[config.mk]
export PLATFORM = sky130hd
export DESIGN_NAME = serial_adder
export DESIGN_NICKNAME = d
export VERILOG_FILES = /design/src/rtl/serial_adder.sv
export SDC_FILE = /design/constraint.sdc
export NUM_CORES = 1
export LEC_CHECK = 0
export CAP_MARGIN = 40
export CORE_MARGIN = 1.5
export CORE_UTILIZATION = 50
export DETAILED_ROUTE_END_ITERATION = 8
export GPL_TIMING_DRIVEN = 0
export PLACE_DENSITY = 0.77
export SLEW_MARGIN = 20
export SYNTH_ARGS = -nofsm -noshare
export SYNTH_HDL_FRONTEND = slang
export SYNTH_SLANG_ARGS = --single-unit
[constraint.sdc]
create_clock -name clk -period 1.8 [get_ports clk]
set_input_delay 0.18 -clock clk [delete_from_list [all_inputs] [get_ports clk]]
set_output_delay 0.18 -clock clk [all_outputs]
set_load 0.005 [all_outputs]
[src/rtl/serial_adder.sv]
// Bit-serial WIDTH-bit adder: one full-adder cell is fed LSB-first from operand
// shift registers, with the carry held in a flip-flop between bits.

module full_adder (
  input  logic a,
  input  logic b,
  input  logic cin,
  output logic sum,
  output logic carry
);
  assign sum   = a ^ b ^ cin;
  assign carry = (a & b) | (a & cin) | (b & cin);
endmodule

module serial_adder #(
  parameter int unsigned WIDTH = 8
) (
  input  logic             clk,
  input  logic             rst_n,
  input  logic             start,
  input  logic [WIDTH-1:0] a,
  input  logic [WIDTH-1:0] b,
  input  logic             cin,
  output logic             busy,
  output logic             done,
  output logic [WIDTH-1:0] sum,
  output logic             cout
);
  localparam int unsigned CNT_W = $clog2(WIDTH + 1);
  localparam logic [CNT_W-1:0] LAST = CNT_W'(WIDTH - 1);

  typedef enum logic [1:0] {IDLE, SHIFT, DONE} state_t;

  state_t           state_q, state_d;
  logic [WIDTH-1:0] a_sr, b_sr, s_sr, s_next;
  logic             carry_q;
  logic [CNT_W-1:0] cnt;
  logic             fa_sum, fa_carry;
  logic             load, last;

  full_adder u_fa (
    .a     (a_sr[0]),
    .b     (b_sr[0]),
    .cin   (carry_q),
    .sum   (fa_sum),
    .carry (fa_carry)
  );

  // A 1-bit result has no older sum bits to shift down.
  generate
    if (WIDTH == 1) begin : g_narrow
      assign s_next = fa_sum;
    end else begin : g_wide
      assign s_next = {fa_sum, s_sr[WIDTH-1:1]};
    end
  endgenerate

  always_ff @(posedge clk or negedge rst_n) begin
    if (!rst_n) state_q <= IDLE;
    else        state_q <= state_d;
  end

  always_comb begin
    state_d = state_q;
    load    = 1'b0;
    last    = 1'b0;
    case (state_q)
      IDLE: begin
        if (start) begin
          load    = 1'b1;
          state_d = SHIFT;
        end
      end
      SHIFT: begin
        if (cnt == LAST) begin
          last    = 1'b1;
          state_d = DONE;
        end
      end
      DONE: begin
        if (start) begin
          load    = 1'b1;
          state_d = SHIFT;
        end else begin
          state_d = IDLE;
        end
      end
      default: state_d = IDLE;
    endcase
  end

  assign busy = (state_q == SHIFT);
  assign done = (state_q == DONE);

  always_ff @(posedge clk or negedge rst_n) begin
    if (!rst_n) begin
      a_sr    <= '0;
      b_sr    <= '0;
      s_sr    <= '0;
      carry_q <= 1'b0;
      cnt     <= '0;
      sum     <= '0;
      cout    <= 1'b0;
    end else if (load) begin
      a_sr    <= a;
      b_sr    <= b;
      s_sr    <= '0;
      carry_q <= cin;
      cnt     <= '0;
    end else if (state_q == SHIFT) begin
      a_sr    <= a_sr >> 1;
      b_sr    <= b_sr >> 1;
      s_sr    <= s_next;
      carry_q <= fa_carry;
      cnt     <= cnt + 1'b1;
      if (last) begin
        sum  <= s_next;
        cout <= fa_carry;
      end
    end
  end

endmodule

Word-level counts from Yosys, hierarchy flattened
Index checks and enable logic that the tools add are counted.

Register bits: 40. Logic and storage cells: 45. Input port bits: 20. Output and inout bits: 11.

Bitwise logic cells: 8. Reduce and logical (&&, ||, !) cells: 5. Add/subtract/negate cells: 1. Mux-type cells: 18. Eq/ne operators: 5.

Operators with widths (count): 8-bit two-way mux (6); 4-bit two-way mux (2); 1-bit two-way mux (7); 2-bit one-hot mux with 3 select lines (1); 4-bit by 1-bit adder with 4-bit output (second input constant) (1); 4-bit by 3-bit equality test with 1-bit output (second input constant) (1); 2-bit two-way mux (2); 1-bit AND (3); 3-bit AND reduction (1); 2-bit by 1-bit equality test with 1-bit output (second input constant) (1); 2-bit equality test (second input constant) (1); 2-bit zero test (1); 2-bit by 1-bit inequality test with 1-bit output (second input constant) (1); 2-bit inequality test (second input constant) (1); 1-bit bitwise OR (2); 2-bit AND reduction (1); 2-bit nonzero test (1); 2-bit OR reduction (1); 1-bit bitwise XOR (2); 1-bit NOT (1).

Depth between registers and ports, before layout
Gate-level depths: netlist (run 1).

Depth after elaboration: 5. Gate-level depth with buffers: 6. Gate-level depth less buffers: 4.

By module
A second synthesis (run 1) with hierarchy kept.

Cells, all modules: 131. Area total of the unflattened synthesis: 1629.1 µm².

Modules (own cells, without submodules): serial_adder (cells an instance 130, area each 1609.0 µm², seq. area each 975.9 µm², instances 1); full_adder (cells an instance 1, area each 20.0 µm², seq. area each 0.0 µm², instances 1).

Least setup slack after synthesis (run 1)
No wires, ideal clock.

Path kind: register -> register. Start point: reg cnt[0]. End point: reg cout. Setup slack: 382 ps. Arrival time: 1293 ps. Period minus slack after synthesis: 1418 ps. Data required time: 1675 ps. Stages on the path, launching flop included: 5. Buffers on the path: 0. Setup time: 125 ps. Path through: dfrtp_1 -> ha_1 -> nand2_1 -> nor3_4 -> mux2_2.

Word-level cells in the longest chain between the ends: 4.

RTL lines: start: declaration (line 37) `logic [CNT_W-1:0] cnt;`; start signal: assignment (line 115) `cnt <= cnt + 1'b1;`; 4-bit by 3-bit equality test with 1-bit output (line 75) `if (cnt == LAST) begin`; 1-bit two-way mux (line 75); 1-bit two-way mux (line 67) `case (state_q)`; 3-bit AND reduction (no source line); end signal: assignment (line 118) `cout <= fa_carry;`; end: declaration (line 27) `output logic cout`.

No other way between the ends. A chain may end at the register's enable or synchronous reset.

Worst setup path after layout (run 1)
Start point: reg state_q[1]. End point: out busy.

Word-level cells in the longest chain between the ends: 1.

RTL lines: start: declaration (line 34) `state_t state_q, state_d;`; start signal: assignment (line 60) `else state_q <= state_d;`; 2-bit by 1-bit equality test with 1-bit output (line 92) `assign busy = (state_q == SHIFT);`; end: declaration (line 24) `output logic busy,`.

No other way between the ends.

==> results.md, run 1 <==
* Clock skew at 0.00503 ns
* Tcrit/Tclk final at 0.956
* Vias per cell at 5.53
* PD cells at 1700 nW/um^2
* Met3 usage at 0.0758
* Min setup slack post-route at 0.0798 ns
* Max-cap violation count at 0
* Clock Sinks at 39
* Post-Layout Inst Area at 2080 um^2
* Worst Hold Class: input port to asynchronous set/reset pin
* Sequential fraction of the synthesis area at 0.602
* Setup TNS at 0 ns
* TritonCTS Buffers at 5
* CTS tree: done
* Final cell count without fillers at 222
* CTS Root Buffer Type: clkbuf_4
* Pre-CTS WS at 0.0499 ns
* # DRC at 0
* Fmax at 0.581 GHz
* Syn Nets at 161
* Total GRT Usage at 0.225
* Layout cells sized above 1 at 0.152
* DR iter-0 viols at 36
* Critical Path, Cell by Cell: nand2b_4 > inv_8 > clkdlybuf4s50_1
* Reg2reg end: cout
* H-tree lvl count at 2
* Die height at 60.0 um
* Initial Utilization at 0.527
* Cell Area, Synth at 1620 um^2
* Die area at 3590 um^2
* Synthesized flop and latch total at 39
* Global route overflow at 0
* FF+latch area at 976 um^2
* Die W at 60.0 um
* Crit path buf inv count at 2
* VDD IR max at 785 uV
* Number of global-route vias before repair at 1266
* Leakage power at 0.927 nW
* Worst R2R Path Depth at 4
* Met1 Usage GRT at 0.310
* Fill cells at 246
* Worst-Margin Slew at 0.495 ns
* Avg Inst Size Synth at 11.7 um^2
* Busiest grt layer: met2
* R2r setup slk at 0.20 ns
* Top-count cell post-synth: dfrtp_1
* Largest net degree at the start of global routing at 21
* Pre-antenna DRT Iters at 4
* Synth area leader: dfrtp_1
* Worst Setup Path Type: register to primary output
* CP endpoint kind: primary output
* Area grow syn2layout at 28.2%
* Syn. warnings at 0
* Maximum fanout along the worst path at 11
* Clk_lat worst skew at 0.35 ns
* Clock tree buffer depth at 2
* Worst Setup Start Kind: register
* Most used DFF post-synth: dfrtp_1
* Top cells by count, synth: dfrtp_1, nand2_1, a22o_1, mux2_2, nor2_1
* Slew HR at 0.670
* Min cycle time layout at 1.72 ns
* Tot Pwr at 3.53 mW
* Detailed-route via count at 1228
* Yosys cell types at 25
* Clock Power Share at 0.143
* Clock slew at reported path FFs at 0.11 ns
* Post-synth EDFFs at 0
* Number of I/O pins at 31
* Final setup vio count at 0
* Worst r2r src: cnt[0]
* Antenna viol nets, final at 0
* CP max stage delay at 0.49 ns
* Min Hold Slack at 0.310 ns
* Slew Viols, Final at 0
* Worst Path Required at 1.62 ns
* # nets final at 199
* Largest cells by area after synthesis: dfrtp_1, mux2_2, nand2_1, a22o_1, a31oi_1
* Logic pwr share at 0.418
* Final HPWL DP at 2.37 mm
* N_diodes at 0
* Psw at 1.25 mW
* Internal Pwr Total at 2.28 mW
* Sequential share of power at 0.438
* RSZ-0062 raised after global routing: no
* Number of port buffers at 30
* Outcome: completed
* Global placement routability congestion at 0.787
* Final Hold Viols at 0
* Sw frac at 0.354
* Area occupied by multi-input gates at 598 um^2
* Post-place instance area at 2000 um^2
* Routed wire length at 3.35 mm
* Share of the synthesized area in the top cell type at 0.602
* Top delay family on crit path: buffers and inverters
* Placed Cells at 214
* Met2 track demand over resource at 0.329
* First-pass GRT wire length at 5.85 mm
* Asr flop ratio synth at 1.00
* Core area at 3080 um^2
* WL/cell at 15.1 um
* Final design utilization at 0.675
* Data arrival, critical path at 1.54 ns
* Initial antenna violation count at 0
* Slowest-stage cell, CP: clkdlybuf4s50_1
* Synth Instances at 139
* # rows at 20
worst max path at each step:
| stage | startpoint | slack, ns | endpoint | cells past startpoint |
|---|---|---|---|---|
| 2_1_floorplan | cnt[0] | 0.38 | cout | 4 |
| 3_3_place_gp | rst_n | -0.31 | a_sr[5] | 1 |
| 3_5_place_dp | state_q[1] | 0.05 | busy | 5 |
| 4_1_cts | state_q[1] | 0.07 | busy | 3 |
| 5_1_grt | state_q[1] | 0.03 | busy | 3 |
| 6_report | state_q[1] | 0.08 | busy | 3 |
cell type report:
type	instances	area share
buffer	6	0.0138
clock buffer	8	0.0331
inverter	1	0.00542
multi-input combinational	91	0.288
sequential	39	0.470
tap	44	0.0265
timing repair buffer	33	0.164
flip-flops by register name, summed over array words and instances (netlist names):
signal / cells
a_sr: 8
b_sr: 8
carry_q: 1
cnt: 4
cout: 1
s_sr: 7
state_q: 2
sum: 8
cells in the final DEF, fill, tap and decap left out, drive strengths merged:
master,instances
dfrtp,39
clkdlybuf4s50,29
nand2,26
clkbuf,11
mux2,10
a22o,10
nor2,10
a31oi,8
nand3,7
a22oi,6
buf,6
mux2i,2
o21ai,2
nand2b,2
nor3,2
inv,1
and2b,1
nand4,1
nor2b,1
o22ai,1
fa,1
ha,1
dlygate4sd3,1
power groups by stage:
stage,registers [mW],logic (mW),clock network [mW]
finish,1.55,1.48,0.505
global placement,1.54,1.41,0
floorplan,1.51,0.948,0
global route,1.60,1.65,0.548
detailed placement,1.56,1.47,0
CTS,1.54,1.49,0.511
per-layer routing:
layer  up-vias  part of all wire
met5         -                 0
met4         0             0.023
met3         9             0.061
met2        40              0.48
met1       609              0.44
li1        570                 -
logic make-up (layout without fill, tap and decap cells):
group,count (synthesis),count (layout),share of synthesized area
buffers and inverters,9,48,0.0293
adder cells (fa/ha/maj),2,2,0.0201
AO/OA/AOI/OAI,27,27,0.123
AND/OR/NAND/NOR,50,50,0.144
multiplexers,12,12,0.0818
flip-flops,39,39,0.602
repair_timing:
action,CTS,global route
gates resized for setup,3,0
endpoints found under the setup margin,1,0
hold endpoints to repair,19,0
hold buffers,1,0
setup buffers,1,0
Note: power is estimated with default switching activity, not from simulation.
==> inputs of run 2 (changes only) <==
Settings changed: REMOVE_ABC_BUFFERS from default to 1, SETUP_SLACK_MARGIN from default to 0.4.
==> results.md, run 2 (synthesis results as in run 1) <==
* Slew HR at 0.665 (-0.00459)
* Most common cell after layout, fill and taps aside: dfrtp_1
* Slew Viols, Final at 0 (unchanged)
* CTS tree: done
* Initial Utilization at 0.527 (unchanged)
* Clock tree buffer depth at 2 (unchanged)
* Outcome: completed
* Final setup vio count at 0 (unchanged)
* Final design utilization at 0.750 (+0.0744)
* Number of I/O pins at 31 (unchanged)
* Final HPWL DP at 2.16 mm (-9.0%)
* Fmax at 0.656 GHz (+13%)
* CP endpoint kind: register
* Clock Sinks at 39 (unchanged)
* Fill cells at 210 (-15%)
* DR iter-0 viols at 76 (+110%)
* Largest net degree at the start of global routing at 28 (+33%)
* CTS Root Buffer Type: clkbuf_4
* H-tree lvl count at 2 (unchanged)
* Number of global-route vias before repair at 1283 (+1.3%)
* Min cycle time layout at 1.53 ns (-0.195 ns)
* Routed wire length at 3.80 mm (+14%)
* Most frequent cells in the layout: dfrtp_1, nand2_1, clkdlybuf4s50_1
* Min setup slack post-route at 0.275 ns (+0.195 ns)
* Pre-antenna DRT Iters at 4 (unchanged)
* Number of port buffers at 30 (unchanged)
* Global route overflow at 0 (unchanged)
* PD cells at 1700 nW/um^2 (about the same)
* Detailed-route via count at 1303 (+6.1%)
* Setup TNS at 0 ns (unchanged)
* Leakage power at 1.16 nW (+25%)
* Die height at 60.0 um (unchanged)
* RSZ-0062 raised after global routing: yes
* Tot Pwr at 3.92 mW (+11%)
* Worst R2R Path Depth at 6 (+2)
* Worst Path Required at 2.04 ns (+0.42 ns)
* Vias per cell at 5.45 (-1.4%)
* # rows at 20 (unchanged)
* Biggest regs: a_sr: 8 flops, b_sr: 8 flops, sum: 8 flops
* Worst-Margin Slew at 0.502 ns (+0.00688 ns)
* Tcrit/Tclk final at 0.847 (-0.108)
* R2r setup slk at 0.27 ns (+0.07 ns)
* Final Hold Viols at 0 (unchanged)
* VDD IR max at 785 uV (about the same)
* Area grow syn2layout at 42.3%
* Max-cap violation count at 0 (unchanged)
* Die area at 3590 um^2 (unchanged)
* Clk_lat worst skew at 0.35 ns (about the same)
* Worst Hold Class: input port to asynchronous set/reset pin
* Data arrival, critical path at 1.77 ns (+0.23 ns)
* N_diodes at 0 (unchanged)
* Reg2reg end: sum[4]
* Worst Setup Start Kind: register
* Global placement routability congestion at 0.714 (-9.2%)
* Initial antenna violation count at 0 (unchanged)
* TritonCTS Buffers at 5 (unchanged)
* Clock skew at 0.0117 ns (+0.00665 ns)
* Maximum fanout along the worst path at 6 (-5)
* Worst r2r src: state_q[1]
* # DRC at 0 (unchanged)
* Total GRT Usage at 0.236 (+0.0105)
* Die W at 60.0 um (unchanged)
* WL/cell at 15.9 um (+5.4%)
* Pre-CTS WS at -0.275 ns (-0.325 ns)
* Area occupied by multi-input gates at 658 um^2 (+10%)
* Antenna viol nets, final at 0 (unchanged)
* Worst Setup Path Type: register to register
* FF+latch area at 977 um^2 (+0.13%)
* # nets final at 216 (+8.5%)
* Clock slew at reported path FFs at 0.12 ns (about the same)
* Layout cells sized above 1 at 0.267 (+0.115)
* Core area at 3080 um^2 (unchanged)
* First-pass GRT wire length at 5.97 mm (+2.0%)
==> run 2: cell count changes in the layout (fill, tap and decap cells not counted), moves of 2 or more <==
cell and delta:
clkbuf_1 -3, buf_6 +6, buf_4 +13, mux2_2 -9, clkdlybuf4s50_1 -11, buf_12 +2, dlymetal6s2s_1 +8, clkbuf_8 -2
dlygate4sd2_1 +2, mux2_4 +9, nand2b_2 +2
==> run 2: worst max path at each step <==
stage / from / endpoint / slack (ns) / cells past startpoint
global placement: rst_n / b_sr[6] / -0.32 / 1
CTS: state_q[1] / busy / 0.31 / 4
finish: state_q[1] / sum[4] / 0.27 / 6
floorplan: state_q[1] / cout / 0.37 / 3
detailed placement: start / a_sr[7] / -0.27 / 4
global route: state_q[1] / sum[2] / 0.24 / 6
==> run 2: per-stage QoR <==
step / hold slack [ns] / instances / instance area, um^2
after global routing: 0.255 / 239 / 2310
final: 0.237 / 239 / 2310
after global placement: 0.481 / 205 / 1930
after detailed placement: 0.0958 / 206 / 1950
after CTS: 0.244 / 229 / 2190
after floorplan: -0.116 / 131 / 1580
==> run 2: metal layers <==
layer / track usage / wire length [um] / up-vias
met2: 0.387 / 1970 / 31
li1: - / - / 599
met1: 0.289 / 1570 / 667
met4: 0.105 / 78 / 0
met5: 0 / 0 / -
met3: 0.0671 / 179 / 6
==> run 2: final cells by class <==
class | count | area share
inverters | 1 | 0.00705
multi-input cells | 92 | 0.285
clock buffers | 6 | 0.0179
repair buffers | 54 | 0.233
clock inverters | 2 | 0.00542
repair inverters | 1 | 0.00380
well taps | 44 | 0.0239
flip-flops and latches | 39 | 0.424
==> run 2: critical path, cell delays in order, from the launching register on <==
cell and delay (ns):
dfrtp_1 0.40, nand2b_4 0.15, buf_6 0.11, buf_6 0.11
nor3_4 0.16, buf_6 0.18, mux2_4 0.30
==> run 2: timing repair <==
item / 4_1_cts / 5_1_grt
endpoints found under the setup margin: 41 / 30
hold endpoints to repair: 12 / 0
gates resized for setup: 28 / 11
buffers inserted: 12 / 10
hold buffers: 1 / 0
cloned: 2 / 0
pin swaps: 1 / 1
==> run 2: power breakdown <==
group | switching (mW) | internal (mW) | total, mW
Sequential | 0.260 | 1.29 | 1.55
Clock | 0.284 | 0.151 | 0.435
Combinational | 0.861 | 1.08 | 1.94
Total | 1.40 | 2.51 | 3.92
==> inputs of run 3 (changes only) <==
Clock period 1.8 ns to 1.43 ns, I/O delays scaled along.
==> results.md, run 3 (synthesis results as in run 1) <==
* Area grow syn2layout at 56.0%
* Clock Power Share at 0.097 (-0.014)
* Clk_lat worst skew at 0.36 ns (about the same)
* RSZ-0062 raised after global routing: yes
* Data arrival, critical path at 1.73 ns (-0.04 ns)
* Outcome: finished, violations left
* Final design utilization at 0.822 (+0.0724)
* Number of port buffers at 30 (unchanged)
* Pre-CTS WS at -0.608 ns (-0.333 ns)
* Leakage power at 1.18 nW (+1.7%)
* Largest net degree at the start of global routing at 28 (unchanged)
* Post-place instance area at 1950 um^2 (unchanged)
* Vias per cell at 5.58 (+2.3%)
* PD cells at 2340 nW/um^2 (+38%)
* Final HPWL DP at 2.16 mm (unchanged)
* Placed Cells at 206 (unchanged)
* Reg2reg end: sum[1]
* Number of global-route vias before repair at 1416 (+10%)
* Clock skew at 0.00702 ns (-0.00465 ns)
* DR iter-0 viols at 76 (unchanged)
* # rows at 20 (unchanged)
* # nets final at 230 (+6.5%)
* Clock slew at reported path FFs at 0.12 ns (about the same)
* R2r setup slk at -0.04 ns (-0.32 ns)
* Die area at 3590 um^2 (unchanged)
* Worst r2r src: state_q[1]
* CTS Root Buffer Type: clkbuf_4
* Core area at 3080 um^2 (unchanged)
* Failing checks: negative setup slack
* Sw frac at 0.384 (+0.0254)
* Most frequent cells in the layout: dfrtp_1, nand2_1, clkdlybuf4s50_1
* First-pass GRT wire length at 6.93 mm (+16%)
* Fmax at 0.679 GHz (+3.6%)
* Maximum fanout along the worst path at 6 (unchanged)
* CP endpoint kind: register
* Min setup slack post-route at -0.0421 ns (-0.317 ns)
* Tcrit/Tclk final at 1.03 (+0.182)
* Layout cells sized above 1 at 0.440 (+0.174)
* Worst-Margin Slew at 0.334 ns (-0.167 ns)
* Worst Path Required at 1.69 ns (-0.35 ns)
* CP max stage delay at 0.41 ns (about the same)
* CTS tree: done
* Clock Sinks at 39 (unchanged)
* Global placement routability congestion at 0.714 (unchanged)
* Sequential share of power at 0.341 (-0.054)
* Worst Setup Start Kind: register
* Min Hold Slack at 0.196 ns (-0.0410 ns)
* CP dominant cell by count: buf_6
* Clock tree buffer depth at 2 (unchanged)
* Worst Hold Class: input port to asynchronous set/reset pin
* Worst Setup Path Type: register to register
* Most common cell after layout, fill and taps aside: dfrtp_1
* Max-cap violation count at 0 (unchanged)
* Critical Path, Cell by Cell: nand2b_4 > buf_6 > nor3_4 > buf_6 > mux2_4
* Die W at 60.0 um (unchanged)
* H-tree lvl count at 2 (unchanged)
* VDD IR max at 1130 uV (+43%)
* Final Hold Viols at 0 (unchanged)
* Die height at 60.0 um (unchanged)
* TritonCTS Buffers at 5 (unchanged)
* Min cycle time layout at 1.47 ns (-0.0532 ns)
* Logic pwr share at 0.562 (+0.068)
* Slowest-stage cell, CP: dfrtp_1
* Routed wire length at 5.07 mm (+33%)
* Detailed-route via count at 1411 (+8.3%)
* Slew HR at 0.777 (+0.112)
* Slew Viols, Final at 0 (unchanged)
* Pre-antenna DRT Iters at 4 (unchanged)
* Psw at 2.27 mW (+62%)
* Global route overflow at 0 (unchanged)
* Final cell count without fillers at 253 (+5.9%)
* Initial antenna violation count at 0 (unchanged)
* Post-Layout Inst Area at 2530 um^2 (+9.7%)
* Total GRT Usage at 0.275 (+0.0395)
* Initial Utilization at 0.527 (unchanged)
* # DRC at 0 (unchanged)
* Biggest regs: a_sr: 8 flops, b_sr: 8 flops, sum: 8 flops
* Final setup vio count at 8 (+8)
* Number of I/O pins at 31 (unchanged)
* N_diodes at 0 (unchanged)
* WL/cell at 20.0 um (+26%)
* Internal Pwr Total at 3.64 mW (+45%)
* Antenna viol nets, final at 0 (unchanged)
* Worst R2R Path Depth at 5 (-1)
==> run 3: power by group through the flow <==
| stage | sequential, mW | combinational [mW] | clock [mW] |
|---|---|---|---|
| 2_1_floorplan | 1.90 | 1.10 | 0 |
| 6_report | 2.02 | 3.32 | 0.571 |
| 3_5_place_dp | 1.97 | 1.73 | 0 |
| 5_1_grt | 2.06 | 3.52 | 0.613 |
| 3_3_place_gp | 1.93 | 1.65 | 0 |
| 4_1_cts | 1.97 | 2.59 | 0.554 |
==> run 3: worst max-delay path by stage <==
stage                           from       to  slack (ns)  cells past startpoint
after floorplan           state_q[1]     cout       0.002                      3
after global placement         rst_n  b_sr[6]       -0.65                      1
after detailed placement       start  a_sr[7]       -0.61                      4
after CTS                     cnt[0]   sum[3]        0.03                      5
after global routing      state_q[1]   sum[1]       -0.07                      5
final                     state_q[1]   sum[1]       -0.04                      5
==> run 3: cell type report <==
type	instances	area [um^2]
sequential	39	977
clock inverter	2	12.5
tap	44	55.1
fill	161	548
multi-input combinational	95	776
clock buffer	6	41.3
timing repair inverter	2	27.5
timing repair buffer	64	624
inverter	1	16.3
==> run 3: through the flow <==
stage / total power [mW] / setup TNS [ns]
5_1_grt: 6.19 / -0.579
6_report: 5.91 / -0.235
3_5_place_dp: 3.70 / -12.63
2_1_floorplan: 3.00 / 0
3_3_place_gp: 3.58 / -36.37
4_1_cts: 5.11 / 0
==> run 3: routing by layer <==
metal	GRT usage	part of all wire	up-vias
met4	0.124	0.025	0
li1	-	-	634
met2	0.461	0.52	45
met5	0	0	-
met3	0.0779	0.041	13
met1	0.328	0.42	719
==> run 3: worst max-delay path, delay by kind of cell, from the launching register on <==
| kind | cells | cell delay (ns) |
|---|---|---|
| and+or+nand+nor | 2 | 0.33 |
| DFF | 1 | 0.41 |
| buffers and inverters | 2 | 0.31 |
| muxes | 1 | 0.31 |
==> run 3: repair_timing <==
| action | CTS | global route |
|---|---|---|
| cloned | 4 | 3 |
| setup buffers | 21 | 10 |
| gates resized for setup | 85 | 23 |
| endpoints found under the hold margin | 39 | 0 |
| pin swaps | 6 | 17 |
| setup endpoints to repair | 50 | 50 |
| hold buffers | 1 | 0 |
==> RTL edit 1, RTL diff (flow settings as in run 3) <==
Change the parameter `WIDTH` from 8 to 16.
--- a/src/rtl/serial_adder.sv
+++ b/src/rtl/serial_adder.sv
@@ -13,7 +13,7 @@
 endmodule
 
 module serial_adder #(
-  parameter int unsigned WIDTH = 8
+  parameter int unsigned WIDTH = 16
 ) (
   input  logic             clk,
   input  logic             rst_n,
Ports: changed (resized a, b and sum); port bits go from 31 to 55. The function was not compared with the original's and may differ.
==> RTL edit 1 against run 3 <==
The run still ends with setup timing left; via count grew 120%; sequential power grew 96%; area after synthesis increased by 85%; worst setup slack lost 0.17 ns; maximum frequency fell by 11%; routed wire length grew to 2.6 times the old value; design area rose by 110%; sequential cell count is 33 higher; die area rose by 80%; total power up 140%; non-clock buffer count grew 64.
==> RTL edit 1: results (changes against run 3) <==
* CTS root buf: clkbuf_8
* Comb pwr at 0.00800 W (+140%)
* DR WL met3 at 1360 um (+550%)
* Worst R2R Start: cnt[1]
* Final worst slack at -0.216 ns (-0.174 ns)
* Clk tree area frac at 4.85% (+2.7 points)
* Vias in the first global route at 2807 (+98%)
* Port Buffers at 54 (+80%)
* Power per cell area at 2680 mW/mm^2 (+15%)
* Pre-antenna DRT Iters at 5 (+1)
* Synth cell types at 26 (+4.0%)
* Post-CTS Resized at 159 (+87%)
* H-tree Lvls at 3 (+1)
* Commonest cells post-synth: dfrtp_1, nand2_1, a31oi_1, nor2_1, a22o_1
* WL final at 13300 um (+160%)
* Avg Inst Size Synth at 11.5 sq um (-1.6%)
* RePlAce Congestion at 0.744 (+4.2%)
* Total net switching power at 0.00556 W (+150%)
* CLK BUF at 11 (+5)
* Initial drt markers at 367 (+380%)
* WP data arrival at 1.89 ns (+0.16 ns)
* Met2 routed WL at 6240 um (+140%)
* Largest net degree at the start of global routing at 59 (+110%)
* Sequential cells at 72 (+85%)
* Avg WL per Cell at 28.1 um (+40%)
* TNS Setup at -6.81 ns (-6.57 ns)
* Post-DP HPWL at 3580 um (+66%)
* First-pass GRT wire length at 16400 um (+140%)
* Fill count at 210 (+30%)
* Clk network pwr share at 15.0% (+5.3 points)
* Fraction of area in multi-input gates at 30.4% (-0.21 points)
* Outcome: finished with violations
* Setup violations, final at 57 (+49)
* Vias per cell at 6.58 (+18%)
* Slowest stage delay, CP at 0.39 ns (-0.02 ns)
* Rel. slew slack at 75.9% (-1.8 points)
* Largest regs: a_sr (16), b_sr (16), sum (16)
* Failing checks: setup timing
RTL edit 1: cell types whose count changed after synthesis, moves of 2 or more:
cell | run 3 | this run
buf_2 | 2 | 7
a22oi_1 | 6 | 12
a31oi_1 | 8 | 19
buf_6 | 0 | 2
buf_4 | 3 | 1
inv_1 | 0 | 2
nand2_1 | 26 | 52
dfrtp_1 | 39 | 72
a22o_1 | 10 | 18
clkbuf_1 | 3 | 9
nor2_1 | 9 | 19
mux2_4 | 0 | 9
nand3_1 | 7 | 13
RTL edit 1: cell families (layout without fill, tap and decap cells):
group,count (synthesis),after routing,synth area share (%)
flip-flops,72,72,60.2
multiplexers,20,20,8.56
buffers and inverters,22,152,3.84
adder cells (fa/ha/maj),3,3,1.50
AO/OA/AOI/OAI,52,52,12.9
AND/OR/NAND/NOR,92,99,13.1
RTL edit 1: critical path: cells and delay by family, from the launching register on:
kind	cells	cell delay, ns
flip-flops	1	0.39
AND/OR/NAND/NOR	2	0.33
multiplexers	1	0.32
adder cells (fa/ha/maj)	2	0.48
==> RTL edit 2, RTL diff (config.mk and constraints of run 3) <==
Without the edit above. Put a register stage on the outputs `busy` and `done`, cleared by the reset. The values now appear one clock later. The other outputs are not delayed to match.
--- a/src/rtl/serial_adder.sv
+++ b/src/rtl/serial_adder.sv
@@ -89,8 +89,15 @@
     endcase
   end
 
-  assign busy = (state_q == SHIFT);
-  assign done = (state_q == DONE);
+  always_ff @(posedge clk or negedge rst_n) begin
+    if (!rst_n) begin
+      busy <= '0;
+      done <= '0;
+    end else begin
+      busy <= (state_q == SHIFT);
+      done <= (state_q == DONE);
+    end
+  end
 
   always_ff @(posedge clk or negedge rst_n) begin
     if (!rst_n) begin
Function: changed (Yosys sat finds a counterexample within 4 cycles, from zero or initial values and one cycle with rst_n low).
==> RTL edit 2 against run 3 <==
The run still ends with setup timing left; first-iteration DRC count shrank 49%; area after synthesis up 3.7%; worst setup slack got worse by 0.20 ns; synthesized cell count decreased by 7.2%; total power decreased by 12%; sequential cell count increased by 2; hold slack improved by 0.0064 ns; routed wire length is 25% lower; clock skew up 0.0056 ns; global-route usage shrank 6.8 points; design area down 2.6%; critical endpoint is now cout; largest cell class unchanged.
==> RTL edit 2: results (changes against run 3) <==
* TNS Setup at -2.40 ns (-2.17 ns)
* RePlAce Congestion at 0.737 (+3.2%)
* Largest net degree at the start of global routing at 31 (+11%)
* Commonest cells post-synth: dfrtp_1, nand2_1, a22o_1, mux2i_1, o21ai_1
* P_leak at 1.23 nW (+4.1%)
* Synth cell types at 23 (-8.0%)
* Final non-filler cell total at 233 (-7.9%)
* Setup bufs post-CTS at 15 (-29%)
* Total Routing Usage GR at 20.7% (-6.8 points)
* Setup violations, final at 20 (+12)
* Post-CTS Resized at 66 (-22%)
* Area post-placement at 0.00204 sq mm (+4.9%)
* Initial antenna violation count at 0 (unchanged)
* Fill count at 186 (+16%)
* Vias in the first global route at 1195 (-16%)
* Failing checks: setup timing
* Register area share after synthesis at 61.0% (+0.83 points)
* Post-DP HPWL at 2000 um (-7.2%)
* WP data arrival at 1.91 ns (+0.18 ns)
* Crit path max-delay family: simple AND/OR/NAND/NOR gates
* Peak supply drop at 958 uV (-15%)
* Async set-or-reset flop fraction in the synthesized netlist at 100% (unchanged)
* First-pass GRT wire length at 5410 um (-22%)
* Rel. slew slack at 80.0% (+2.3 points)
* Top post-synthesis cells by area: dfrtp_1, a22o_1, mux2i_1
* Avg Inst Size Synth at 13.0 sq um (+12%)
* Max Fanout on Critical Path at 5 (-1)
* Inst Count DP at 198 (-3.9%)
* Final worst slack at -0.243 ns (-0.200 ns)
* Worst-path clk slew at 0.12 ns (about the same)
* Pre-antenna DRT Iters at 4 (unchanged)
* Initial drt markers at 39 (-49%)
* Longest Clk Path Bufs at 2 (unchanged)
* Fin nets at 210 (-8.7%)
* Fraction of layout cells with a size suffix above 1 at 33.9% (-10 points)
* WL final at 3800 um (-25%)
* Clock Skews at 0.0126 ns (+0.00557 ns)
* Worst-Skew Late Latency at 0.35 ns
* Slowest stage delay, CP at 0.39 ns (-0.02 ns)
* Vias per cell at 5.22 (-6.3%)
* Pre-CTS setup slack at -0.967 ns (-0.360 ns)
* Outcome: finished with violations
==> RTL edit 2: cell type report <==
type,instances,area [sq um],share of cell area [%]
flip-flops and latches,41,1030,41.6
multi-input cells,80,666,27.0
clock inverters,1,5.00,0.203
repair buffers,60,648,26.3
well taps,44,55.1,2.23
clock buffers,7,65.1,2.64
==> RTL edit 2: worst paths after layout <==
kind,startpoint,end,slack [ns],depth (start not counted)
max reg2reg,state_q[1],cout,-0.24,6
max in group asynchronous,rst_n,b_sr[7],0.78,3
min reg2reg,b_sr[6],b_sr[6],0.49,1
min in group clk,a[5],a_sr[5],0.33,3
min,rst_n,s_sr[7],0.20,2
max,state_q[1],cout,-0.24,6
==> RTL edit 2: metal layers <==
| layer | track usage, % | routed length (um) |
|---|---|---|
| met4 | 6.52 | 99 |
| met1 | 24.2 | 1570 |
| met5 | 0 | 0 |
| met2 | 36.4 | 1960 |
| met3 | 6.40 | 175 |
==> RTL edit 2: stage by stage <==
stage / util, % / hold slack, ns
floorplan: - / -0.153
global placement: 63.4 / 0.464
detailed placement: 65.3 / 0.0470
CTS: 74.4 / 0.207
global route: 78.8 / 0.213
finish: 78.8 / 0.203
==> RTL edit 2: power breakdown <==
group / total [W] / switching (W) / internal (W)
combinational: 0.00260 / 0.000986 / 0.00161
clock: 0.000653 / 0.000367 / 0.000285
sequential: 0.00193 / 0.000305 / 0.00163
total: 0.00518 / 0.00166 / 0.00352
==> RTL edit 2: cells by family (layout without fill, tap and decap cells) <==
logic type,count (synthesis),after routing,share of synthesized area [%]
AOI/OAI and AO/OA,31,31,13.1
xor gates and xnor gates,2,2,1.04
adders and majority gates,2,2,1.93
buffers and inverters,8,68,3.20
DFF,41,41,61.0
muxes,20,20,12.6
and+or+nand+nor,25,25,7.14
